===== src/rtl/sha_block_fetch_if.sv =====
// -----------------------------------------------------------------------------
// sha_block_fetch_if
//
// Groups every signal of sha_block_fetch except clock and reset:
//   fetch control   : fetch_start, fetch_base_addr -> busy, fetch_done, fetch_err
//   BRAM read port  : sha_start_read, sha_bram_addr -> sha_bram_read_data,
//                     bram_complete
//   message stream  : msg_word, msg_idx, msg_valid -> msg_ready
//
// Modports:
//   master : the fetch engine (drives requests, read port and message stream)
//   slave  : its environment (requester, BRAM interface and SHA core)
// -----------------------------------------------------------------------------
interface sha_block_fetch_if;
  logic        fetch_start;
  logic [31:0] fetch_base_addr;
  logic        busy;
  logic        fetch_done;
  logic        fetch_err;

  logic        sha_start_read;
  logic [31:0] sha_bram_addr;
  logic [31:0] sha_bram_read_data;
  logic        bram_complete;

  logic [31:0] msg_word;
  logic [3:0]  msg_idx;
  logic        msg_valid;
  logic        msg_ready;

  modport master (
    input  fetch_start, fetch_base_addr, sha_bram_read_data, bram_complete,
           msg_ready,
    output busy, fetch_done, fetch_err, sha_start_read, sha_bram_addr,
           msg_word, msg_idx, msg_valid
  );

  modport slave (
    output fetch_start, fetch_base_addr, sha_bram_read_data, bram_complete,
           msg_ready,
    input  busy, fetch_done, fetch_err, sha_start_read, sha_bram_addr,
           msg_word, msg_idx, msg_valid
  );
endinterface : sha_block_fetch_if


===== src/rtl/sha_block_fetch.sv =====
// -----------------------------------------------------------------------------
// sha_block_fetch
//
// Reads one SHA message block (WORDS x 32-bit) from BRAM, one read at a time,
// and streams the words in order to the SHA compression core over a
// valid/ready handshake. Each BRAM read handshake is fully closed
// (bram_complete seen low again) before the next request is raised.
//
// Parameters:
//   WORDS          words per block, 1..16
//   ADDR_STRIDE    byte increment between consecutive word addresses
//   TIMEOUT_CYCLES watchdog limit (only with SHA_FETCH_TIMEOUT_EN), 1..255
//
// Ports:
//   axi_clk  clock, rising edge
//   axi_rst  asynchronous active-low reset
//   bus      sha_block_fetch_if.master (fetch control, BRAM read port,
//            message stream)
//
// Optional feature macro: SHA_FETCH_TIMEOUT_EN
//   Adds an 8-bit watchdog on the REQ/RELEASE wait states and an ABORT state
//   that raises the sticky fetch_err flag. Without it fetch_err is tied low
//   and the BRAM waits are unbounded.
// -----------------------------------------------------------------------------
module sha_block_fetch #(
  parameter int WORDS          = 16,
  parameter int ADDR_STRIDE    = 4,
  parameter int TIMEOUT_CYCLES = 64
) (
  input logic               axi_clk,
  input logic               axi_rst,
  sha_block_fetch_if.master bus
);

  typedef enum logic [2:0] {
    ST_IDLE    = 3'd0,
    ST_REQ     = 3'd1,
    ST_RELEASE = 3'd2,
    ST_PRESENT = 3'd3,
    ST_DONE    = 3'd4
`ifdef SHA_FETCH_TIMEOUT_EN
    ,
    ST_ABORT   = 3'd5
`endif
  } state_t;

  localparam logic [3:0]  LAST_IDX = 4'(WORDS - 1);
  localparam logic [31:0] STRIDE   = 32'(ADDR_STRIDE);

  state_t     state_q;
  state_t     state_next;
  logic [3:0] count_q;

`ifdef SHA_FETCH_TIMEOUT_EN
  localparam logic [7:0] WD_LAST = 8'(TIMEOUT_CYCLES - 1);

  logic [7:0] wd_q;
  logic       wd_expired;

  // Only the two BRAM wait states are guarded; the count restarts whenever
  // the state changes, so each wait gets the full budget.
  assign wd_expired = ((state_q == ST_REQ) || (state_q == ST_RELEASE)) &&
                      (wd_q == WD_LAST);
`else
  // The watchdog limit has no consumer when the watchdog is not built.
  localparam int unused_timeout_cycles = TIMEOUT_CYCLES;
`endif

  // ---------------------------------------------------------------------------
  // Next-state logic
  // ---------------------------------------------------------------------------
  always_comb begin
    // NOTE: default assigned before the case so every path drives state_next;
    // a missing branch would otherwise infer a latch.
    state_next = state_q;
    case (state_q)
      ST_IDLE: begin
        if (bus.fetch_start) state_next = ST_REQ;
      end
      ST_REQ: begin
        if (bus.bram_complete) state_next = ST_RELEASE;
`ifdef SHA_FETCH_TIMEOUT_EN
        else if (wd_expired)   state_next = ST_ABORT;
`endif
      end
      ST_RELEASE: begin
        // Low complete means the BRAM interface is back in idle.
        if (!bus.bram_complete) state_next = ST_PRESENT;
`ifdef SHA_FETCH_TIMEOUT_EN
        else if (wd_expired)    state_next = ST_ABORT;
`endif
      end
      ST_PRESENT: begin
        if (bus.msg_ready) state_next = (count_q == LAST_IDX) ? ST_DONE : ST_REQ;
      end
      ST_DONE: begin
        state_next = ST_IDLE;
      end
`ifdef SHA_FETCH_TIMEOUT_EN
      ST_ABORT: begin
        if (!bus.bram_complete) state_next = ST_IDLE;
      end
`endif
      default: begin
        state_next = ST_IDLE;
      end
    endcase
  end

  // ---------------------------------------------------------------------------
  // State, datapath and registered outputs
  // ---------------------------------------------------------------------------
  // Status outputs are decoded from state_next and registered, so they change
  // together with the state and are glitch-free.
  always_ff @(posedge axi_clk or negedge axi_rst) begin
    if (!axi_rst) begin
      state_q            <= ST_IDLE;
      count_q            <= '0;
      bus.busy           <= 1'b0;
      bus.fetch_done     <= 1'b0;
      bus.sha_start_read <= 1'b0;
      bus.msg_valid      <= 1'b0;
      bus.sha_bram_addr  <= '0;
      bus.msg_word       <= '0;
      bus.msg_idx        <= '0;
    end else begin
      // NOTE: sequential state uses non-blocking assignments so every
      // register samples the pre-edge values regardless of statement order.
      state_q            <= state_next;
      bus.busy           <= (state_next != ST_IDLE);
      bus.fetch_done     <= (state_next == ST_DONE);
      bus.sha_start_read <= (state_next == ST_REQ);
      bus.msg_valid      <= (state_next == ST_PRESENT);

      // The address register tracks base + count*stride directly, so no
      // multiplier is needed and wrap past 2^32 falls out naturally.
      if ((state_q == ST_IDLE) && bus.fetch_start) begin
        count_q           <= '0;
        bus.sha_bram_addr <= bus.fetch_base_addr;
      end

      if ((state_q == ST_REQ) && bus.bram_complete) begin
        bus.msg_word <= bus.sha_bram_read_data;
        bus.msg_idx  <= count_q;
      end

      if ((state_q == ST_PRESENT) && bus.msg_ready) begin
        count_q           <= count_q + 4'd1;
        bus.sha_bram_addr <= bus.sha_bram_addr + STRIDE;
      end
    end
  end

`ifdef SHA_FETCH_TIMEOUT_EN
  // ---------------------------------------------------------------------------
  // Watchdog and sticky error flag
  // ---------------------------------------------------------------------------
  always_ff @(posedge axi_clk or negedge axi_rst) begin
    if (!axi_rst) begin
      wd_q          <= '0;
      bus.fetch_err <= 1'b0;
    end else begin
      if (state_next != state_q) begin
        wd_q <= '0;
      end else if ((state_q == ST_REQ) || (state_q == ST_RELEASE)) begin
        wd_q <= wd_q + 8'd1;
      end

      if ((state_q == ST_IDLE) && bus.fetch_start) begin
        bus.fetch_err <= 1'b0;
      end else if ((state_next == ST_ABORT) && (state_q != ST_ABORT)) begin
        bus.fetch_err <= 1'b1;
      end
    end
  end
`else
  assign bus.fetch_err = 1'b0;
`endif

endmodule : sha_block_fetch


===== src/flat_wrapper.sv =====
// flat-port wrapper written by rule: the top's interface ports become plain ports
module sha_block_fetch_flat 
#(
  parameter int WORDS          = 16,
  parameter int ADDR_STRIDE    = 4,
  parameter int TIMEOUT_CYCLES = 64
)
  (axi_clk, axi_rst, bus_fetch_start, bus_fetch_base_addr, bus_sha_bram_read_data, bus_bram_complete, bus_msg_ready, bus_busy, bus_fetch_done, bus_fetch_err, bus_sha_start_read, bus_sha_bram_addr, bus_msg_word, bus_msg_idx, bus_msg_valid);
  sha_block_fetch_if bus_i ();
  input logic axi_clk;
  input logic axi_rst;
  input wire logic [$bits(bus_i.fetch_start)-1:0] bus_fetch_start;
  input wire logic [$bits(bus_i.fetch_base_addr)-1:0] bus_fetch_base_addr;
  input wire logic [$bits(bus_i.sha_bram_read_data)-1:0] bus_sha_bram_read_data;
  input wire logic [$bits(bus_i.bram_complete)-1:0] bus_bram_complete;
  input wire logic [$bits(bus_i.msg_ready)-1:0] bus_msg_ready;
  output wire logic [$bits(bus_i.busy)-1:0] bus_busy;
  output wire logic [$bits(bus_i.fetch_done)-1:0] bus_fetch_done;
  output wire logic [$bits(bus_i.fetch_err)-1:0] bus_fetch_err;
  output wire logic [$bits(bus_i.sha_start_read)-1:0] bus_sha_start_read;
  output wire logic [$bits(bus_i.sha_bram_addr)-1:0] bus_sha_bram_addr;
  output wire logic [$bits(bus_i.msg_word)-1:0] bus_msg_word;
  output wire logic [$bits(bus_i.msg_idx)-1:0] bus_msg_idx;
  output wire logic [$bits(bus_i.msg_valid)-1:0] bus_msg_valid;
  assign bus_i.fetch_start = bus_fetch_start;
  assign bus_i.fetch_base_addr = bus_fetch_base_addr;
  assign bus_i.sha_bram_read_data = bus_sha_bram_read_data;
  assign bus_i.bram_complete = bus_bram_complete;
  assign bus_i.msg_ready = bus_msg_ready;
  assign bus_busy = bus_i.busy;
  assign bus_fetch_done = bus_i.fetch_done;
  assign bus_fetch_err = bus_i.fetch_err;
  assign bus_sha_start_read = bus_i.sha_start_read;
  assign bus_sha_bram_addr = bus_i.sha_bram_addr;
  assign bus_msg_word = bus_i.msg_word;
  assign bus_msg_idx = bus_i.msg_idx;
  assign bus_msg_valid = bus_i.msg_valid;
  sha_block_fetch #(.WORDS(WORDS), .ADDR_STRIDE(ADDR_STRIDE), .TIMEOUT_CYCLES(TIMEOUT_CYCLES)) u_core (.axi_clk(axi_clk), .axi_rst(axi_rst), .bus(bus_i));
endmodule

===== config.mk =====
export PLATFORM = sky130hd
export DESIGN_NAME = sha_block_fetch_flat
export DESIGN_NICKNAME = d
export VERILOG_FILES = /design/src/rtl/sha_block_fetch_if.sv /design/src/rtl/sha_block_fetch.sv /design/src/flat_wrapper.sv
export SDC_FILE = /design/constraint.sdc
export NUM_CORES = 1
export LEC_CHECK = 0
export ABC_AREA = 1
export CORE_MARGIN = 3
export CORE_UTILIZATION = 25
export CTS_BUF_LIST = sky130_fd_sc_hd__clkbuf_8
export DETAILED_ROUTE_END_ITERATION = 12
export GPL_ROUTABILITY_DRIVEN = 0
export GPL_TIMING_DRIVEN = 0
export HOLD_SLACK_MARGIN = 0.05
export SLEW_MARGIN = 30
export SYNTH_ARGS = -nofsm -noshare
export SYNTH_HDL_FRONTEND = slang
export SYNTH_SLANG_ARGS = --single-unit

===== constraint.sdc =====
create_clock -name axi_clk -period 1.53 [get_ports axi_clk]
set_input_delay 0.306 -clock axi_clk [delete_from_list [all_inputs] [get_ports axi_clk]]
set_output_delay 0.306 -clock axi_clk [all_outputs]
set_load 0.1 [all_outputs]

==> metrics.txt, run 1 <==
setup ws final 25.4 ps; Worst-path clk slew 90 ps; fmax 0.665 GHz; Syn Area/Cell 8.18 sq um; Fin. Hold Viols 0; clk_skew 11.6 ps; IO buf count 140; antenna-violating nets left 0; RSZ-0062 raised after global routing true; area share of the largest cell type after synthesis 0.480; vias in the first global route 3662; Clock Path Buffers 2; # diodes 0; share of cells above drive strength 1 0.304; Hold WC Path Type input pin to asynchronous set/reset pin; Inserted Clock Buffers 9; first-pass GRT wire length 19900 um; Vias/cell 4.29; Via Count 3797; Synth Area in Simple Gates 0.285; kind of critical path flop to flop; initial antenna violation count 0; CP bufs+invs 1; clock latency on the worst-skew pair 370 ps; met2 wire length 5810 um; WP data required 1800 ps; Crit-path slowest cell dfrtp_4; run status finished, final reports clean; WL final 12600 um; largest net degree at the start of global routing 51; Die ar. 18000 sq um; grt ovf 0; Root Buffer clkbuf_8; Post-Synth Adder-Cell Area 0.00608; Yosys reg bits 79; Die Ht 134 um; Crit Path Max Fanout 5; Total Routing Usage GR 0.141; final setup fails 0; synthesized net count 574; CP startpoint kind flop; Synth Area in XOR/XNOR 0.0106; critical path arrival 1770 ps; CP most frequent cell nand2_1; core area 16000 sq um; clock sinks 79; std cell rows 46; compound-cell area share of the yosys netlist 0.0578; crit path cell chain ha_4 > nand2_4 > nor2_4 > nand2_4 > nor2_4 > nand3_2 > nand2_1 > inv_1 > nand2_1 > nand2_1; sequential cell area fraction in the yosys report 0.480; wire per inst 14.2 um; pre-CTS setup slack -382 ps; nets@finish 736; max cap viols 0; DP HPWL 9370 um; fin crit period 1500 ps; Tcrit/Tclk final 0.983; Syn. warnings 0; io pins 142; area delta synth->final 45.2%; H-tree levels 3; mux contribution to synthesized area 0.0875; Synth Instances 503; largest family of logic cells by synthesized area simple AND/OR/NAND/NOR gates; Pins Over Slew Limit 0; hold_ws 388 ps; delay of the slowest critical-path stage 460 ps; WL met1 5790 um; top post-synthesis cells by area dfrtp_1 (48%), nand2_1 (16%), mux2_2 (7.7%), inv_1 (4.8%), nand3_1 (4.1%); post-synth cell types 28; Initial Utilization 0.257; uppermost layer routed met4; post-synthesis cell area 4120 sq um; most common cell after layout, fill and taps aside nand2_1; biggest area consumer among synthesized cells dfrtp_1; CTS tree yes; WL met3 850 um; CP top delay family simple AND/OR/NAND/NOR gates; DRC violations left 0; commonest cells after routing, fill and taps aside nand2_1 (173), clkdlybuf4s50_1 (67), inv_1 (51); Initial DRC Count 253; Setup crit end kind flop; First-pass DRT Iterations 4; Die Wd 134 um
-- flip-flops by register name, summed over array words and instances (netlist names) --
signal,count
u_core.bus.msg_valid,1
u_core.bus.fetch_done,1
u_core.bus.msg_word,32
u_core.bus.sha_start_read,1
u_core.state_q,3
u_core.count_q,4
u_core.bus.sha_bram_addr,32
u_core.bus.msg_idx,4
u_core.bus.busy,1
-- path summary, 6_finish.rpt --
kind | startpoint | end | slack [ps] | depth (start not counted)
max in group asynchronous | axi_rst | u_core.bus.sha_bram_addr[4]$_DFFE_PN0P_ | 570 | 3
worst max register to register | u_core.bus.sha_bram_addr[3]$_DFFE_PN0P_ | u_core.bus.sha_bram_addr[26]$_DFFE_PN0P_ | 30 | 10
min in group axi_clk | bus_fetch_base_addr[0] | u_core.bus.sha_bram_addr[0]$_DFFE_PN0P_ | 460 | 3
worst min register to register | u_core.count_q[3]$_DFFE_PN0P_ | u_core.count_q[3]$_DFFE_PN0P_ | 470 | 1
worst min-delay path | axi_rst | u_core.bus.msg_word[9]$_DFFE_PN0P_ | 390 | 2
worst max-delay path | u_core.bus.sha_bram_addr[3]$_DFFE_PN0P_ | u_core.bus.sha_bram_addr[26]$_DFFE_PN0P_ | 30 | 10
-- synthesized netlist by cell type --
| master | n |
|---|---|
| nand3_2 | 1 |
| nor2_2 | 4 |
| nand3_1 | 34 |
| mux2_1 | 4 |
| nand2_2 | 3 |
| dfrtp_1 | 79 |
| buf_6 | 2 |
| nand2_1 | 175 |
| mux2_2 | 28 |
| inv_2 | 4 |
| xor2_1 | 5 |
| a21oi_1 | 6 |
| o211ai_1 | 8 |
| nor3_2 | 1 |
| inv_1 | 53 |
| nor2_1 | 38 |
| ha_1 | 2 |
| or2_2 | 1 |
| o21bai_1 | 3 |
| o21ai_0 | 9 |
| nor2_4 | 5 |
| nand4_1 | 1 |
| nor3_1 | 7 |
| o21ai_1 | 16 |
| buf_2 | 9 |
| nand3_4 | 2 |
| buf_4 | 2 |
| conb_1 | 1 |
-- repair_timing --
item,in CTS,in global routing
hold buffers,1,0
buffers inserted,0,8
gates cloned,1,0
pin swaps,1,8
setup endpoints to repair,85,43
resized for setup,391,24
hold endpoints to repair,29,0
-- per-stage QoR --
step	cells	cell area, sq um	utilization	setup TNS, ps
detailed placement	860	5910	0.369	-31780
global route	886	5980	0.373	-401
finish	886	5980	0.373	0
CTS	878	5840	0.365	0
global placement	859	5880	0.367	-268850
floorplan	503	4210	-	-373
-- worst reg2reg max path, cell delays in order (launching register included) --
cell,delay (ps)
dfrtp_4,460
ha_4,160
nand2_4,60
nor2_4,170
nand2_4,100
nor2_4,180
nand3_2,80
nand2_1,60
inv_1,30
nand2_1,40
nand2_1,50
-- area by class of cell --
cell class / instances / area, sq um
Clock inverter: 7 / 77.6
Inverter: 57 / 216
Sequential cell: 79 / 2040
Clock buffer: 9 / 124
Tap cell: 216 / 270
Fill cell: 1730 / 10000
Timing Repair Buffer: 150 / 1220
Buffer: 13 / 97.6
Multi-Input combinational cell: 355 / 1930
-- logic make-up after synthesis --
kind of cell	count (synthesis)
other cells	1
mux	32
buf+inv	70
xor+xnor	5
compound gates	42
simple gates	272
fa+ha+maj	2
flops	79
-- metal layers --
layer | global-route usage | vias up
li1 | - | 1917
met1 | 0.191 | 1743
met2 | 0.221 | 125
met3 | 0.0386 | 12
met4 | 0.0413 | 0
met5 | 0 | -
Power of run 1 is left out: the tool's default activity adds up to more than one toggle a clock period on the data nets, which glitch-free logic cannot reach.
==> run 2: changes to the inputs <==
- CAP_MARGIN: default -> 20
- GPL_TIMING_DRIVEN: 0 -> default
- clock period: 1.53 -> 1.2 ns (I/O delays scaled with it)
==> run 2 against run 1 <==
  * The run now ends with negative setup slack left
  * Clock-buffer cell count stayed put
  * Global-route usage increased by 2.3 points
  * Sequential share of layout area is 9.1 points lower
  * First-iteration DRC count decreased by 7.9%
  * Flip-flop and latch count stayed put
  * Critical endpoint is now bus_sha_bram_addr[3]
==> metrics.txt, run 2 (same netlist as run 1, synthesis figures left out) <==
grt ovf 0 (unchanged); antenna-violating nets left 0 (unchanged); Fin. Hold Viols 0 (unchanged); Die Wd 134 um (unchanged); violated checks negative setup slack; pre-CTS setup slack -407 ps (-25.4 ps); DP HPWL 10100 um (+8.1%); WP data required 960 ps (-840 ps); core area 16000 sq um (unchanged); wire per inst 14.8 um (+4.0%); vias in the first global route 4623 (+26%); top flop regs u_core.bus.msg_word (32), u_core.bus.sha_bram_addr (32); final setup fails 139 (+139); DRC violations left 0 (unchanged); Vias/cell 4.41 (+2.8%); Initial DRC Count 233 (-7.9%); Total Routing Usage GR 0.164 (+0.0231); multi-input logic area 2200 sq um (+14%); H-tree levels 3 (unchanged); Clock Path Buffers 2 (unchanged); Root Buffer clkbuf_8; TNS Setup -21460 ps (-21460 ps); commonest cells after routing, fill and taps aside nand2_1 (157), buf_12 (80), buf_4 (72); most common cell after layout, fill and taps aside nand2_1; Via Count 4376 (+15%); initial antenna violation count 0 (unchanged); hold_ws 207 ps (-181 ps); setup ws final -341 ps (-366 ps); WL final 14700 um (+17%); share of cells above drive strength 1 0.511 (+0.206); CP bufs+invs 3 (+2); std cell rows 46 (unchanged); IO buf count 140 (unchanged); area delta synth->final 106%; Die ar. 18000 sq um (unchanged); clock sinks 79 (unchanged); clock latency on the worst-skew pair 370 ps (about the same); # fillers 1394 (-19%); run status complete, but fails checks; io pins 142 (unchanged); Setup crit end kind output pin; CTS tree yes; Die Ht 134 um (unchanged); Inserted Clock Buffers 9 (unchanged); Crit Path Max Fanout 3 (-2); nets@finish 843 (+15%); Initial Utilization 0.257 (unchanged); CP top delay family flip-flops; FF+latch area 2120 sq um (+3.8%); clk_skew 12.0 ps (+0.380 ps); First-pass DRT Iterations 4 (unchanged); largest net degree at the start of global routing 78 (+53%); critical path arrival 1300 ps (-470 ps); CP startpoint kind flop; kind of critical path flop to output pin; R2R Setup Slk -310 ps (-340 ps); delay of the slowest critical-path stage 510 ps (+50 ps); Worst-path clk slew 90 ps (about the same); fin crit period 1540 ps; crit path cell chain buf_4 > buf_6 > buf_12; first-pass GRT wire length 23300 um (+17%); # diodes 0 (unchanged); max cap viols 0 (unchanged); Pins Over Slew Limit 0 (unchanged); Crit-path slowest cell dfrtp_4; Hold WC Path Type input pin to asynchronous set/reset pin; RSZ-0062 raised after global routing true; Tcrit/Tclk final 1.28; fmax 0.649 GHz
-- run 2: changes by cell type in the layout (fill, tap and decap cells not counted), sizes merged --
cell	delta
buf	+112
clkbuf	-5
bufinv	+1
inv	-1
-- run 2: metal layers --
layer	vias up	track usage	wire, um
li1	2128	-	-
met2	128	0.287	7500
met1	2102	0.198	6130
met5	-	0	0
met3	18	0.0341	788
met4	0	0.0628	270
-- run 2: cell type report --
| cell class | count | area share |
|---|---|---|
| inverter | 57 | 0.0285 |
| sequential | 79 | 0.250 |
| clock buffer | 9 | 0.0146 |
| tap | 216 | 0.0319 |
| clock inverter | 7 | 0.0105 |
| timing repair buffer | 270 | 0.404 |
| multi-input combinational | 355 | 0.260 |
-- run 2: through the flow --
| step | instances | instance area (sq um) | util |
|---|---|---|---|
| final | 993 | 8470 | 0.530 |
| after global routing | 993 | 8470 | 0.530 |
| after CTS | 985 | 8310 | 0.519 |
| after detailed placement | 915 | 7210 | 0.451 |
| after global placement | 915 | 7210 | 0.451 |
| after floorplan | 503 | 4330 | - |
-- run 2: path summary, 6_finish.rpt --
path                                                         startpoint                                  endpoint  cells past startpoint
worst min register to register            u_core.count_q[3]$_DFFE_PN0P_             u_core.count_q[3]$_DFFE_PN0P_                      1
worst min-delay path                                            axi_rst   u_core.bus.sha_bram_addr[0]$_DFFE_PN0P_                      2
worst max-delay path            u_core.bus.sha_bram_addr[3]$_DFFE_PN0P_                      bus_sha_bram_addr[3]                      3
min in group axi_clk                             bus_fetch_base_addr[0]   u_core.bus.sha_bram_addr[0]$_DFFE_PN0P_                      3
max in group asynchronous                                       axi_rst  u_core.bus.sha_bram_addr[26]$_DFFE_PN0P_                      3
worst max register to register  u_core.bus.sha_bram_addr[3]$_DFFE_PN0P_  u_core.bus.sha_bram_addr[30]$_DFFE_PN0P_                     10
-- run 2: what timing repair did --
action / in CTS / in global routing
cloned: 5 / 0
pin swaps: 32 / 18
resized for setup: 117 / 38
endpoints found under the hold margin: 79 / 0
setup buffers: 50 / 13
setup endpoints to repair: 144 / 151
hold buffers: 1 / 0
-- run 2: worst register-to-register path: cells and delay by family, from the launching register on --
kind                     cells  cell delay, ps
adder cells (fa/ha/maj)      1             150
flip-flops                   1             440
AND/OR/NAND/NOR              9             790
Power of run 2 is left out for the same reason.
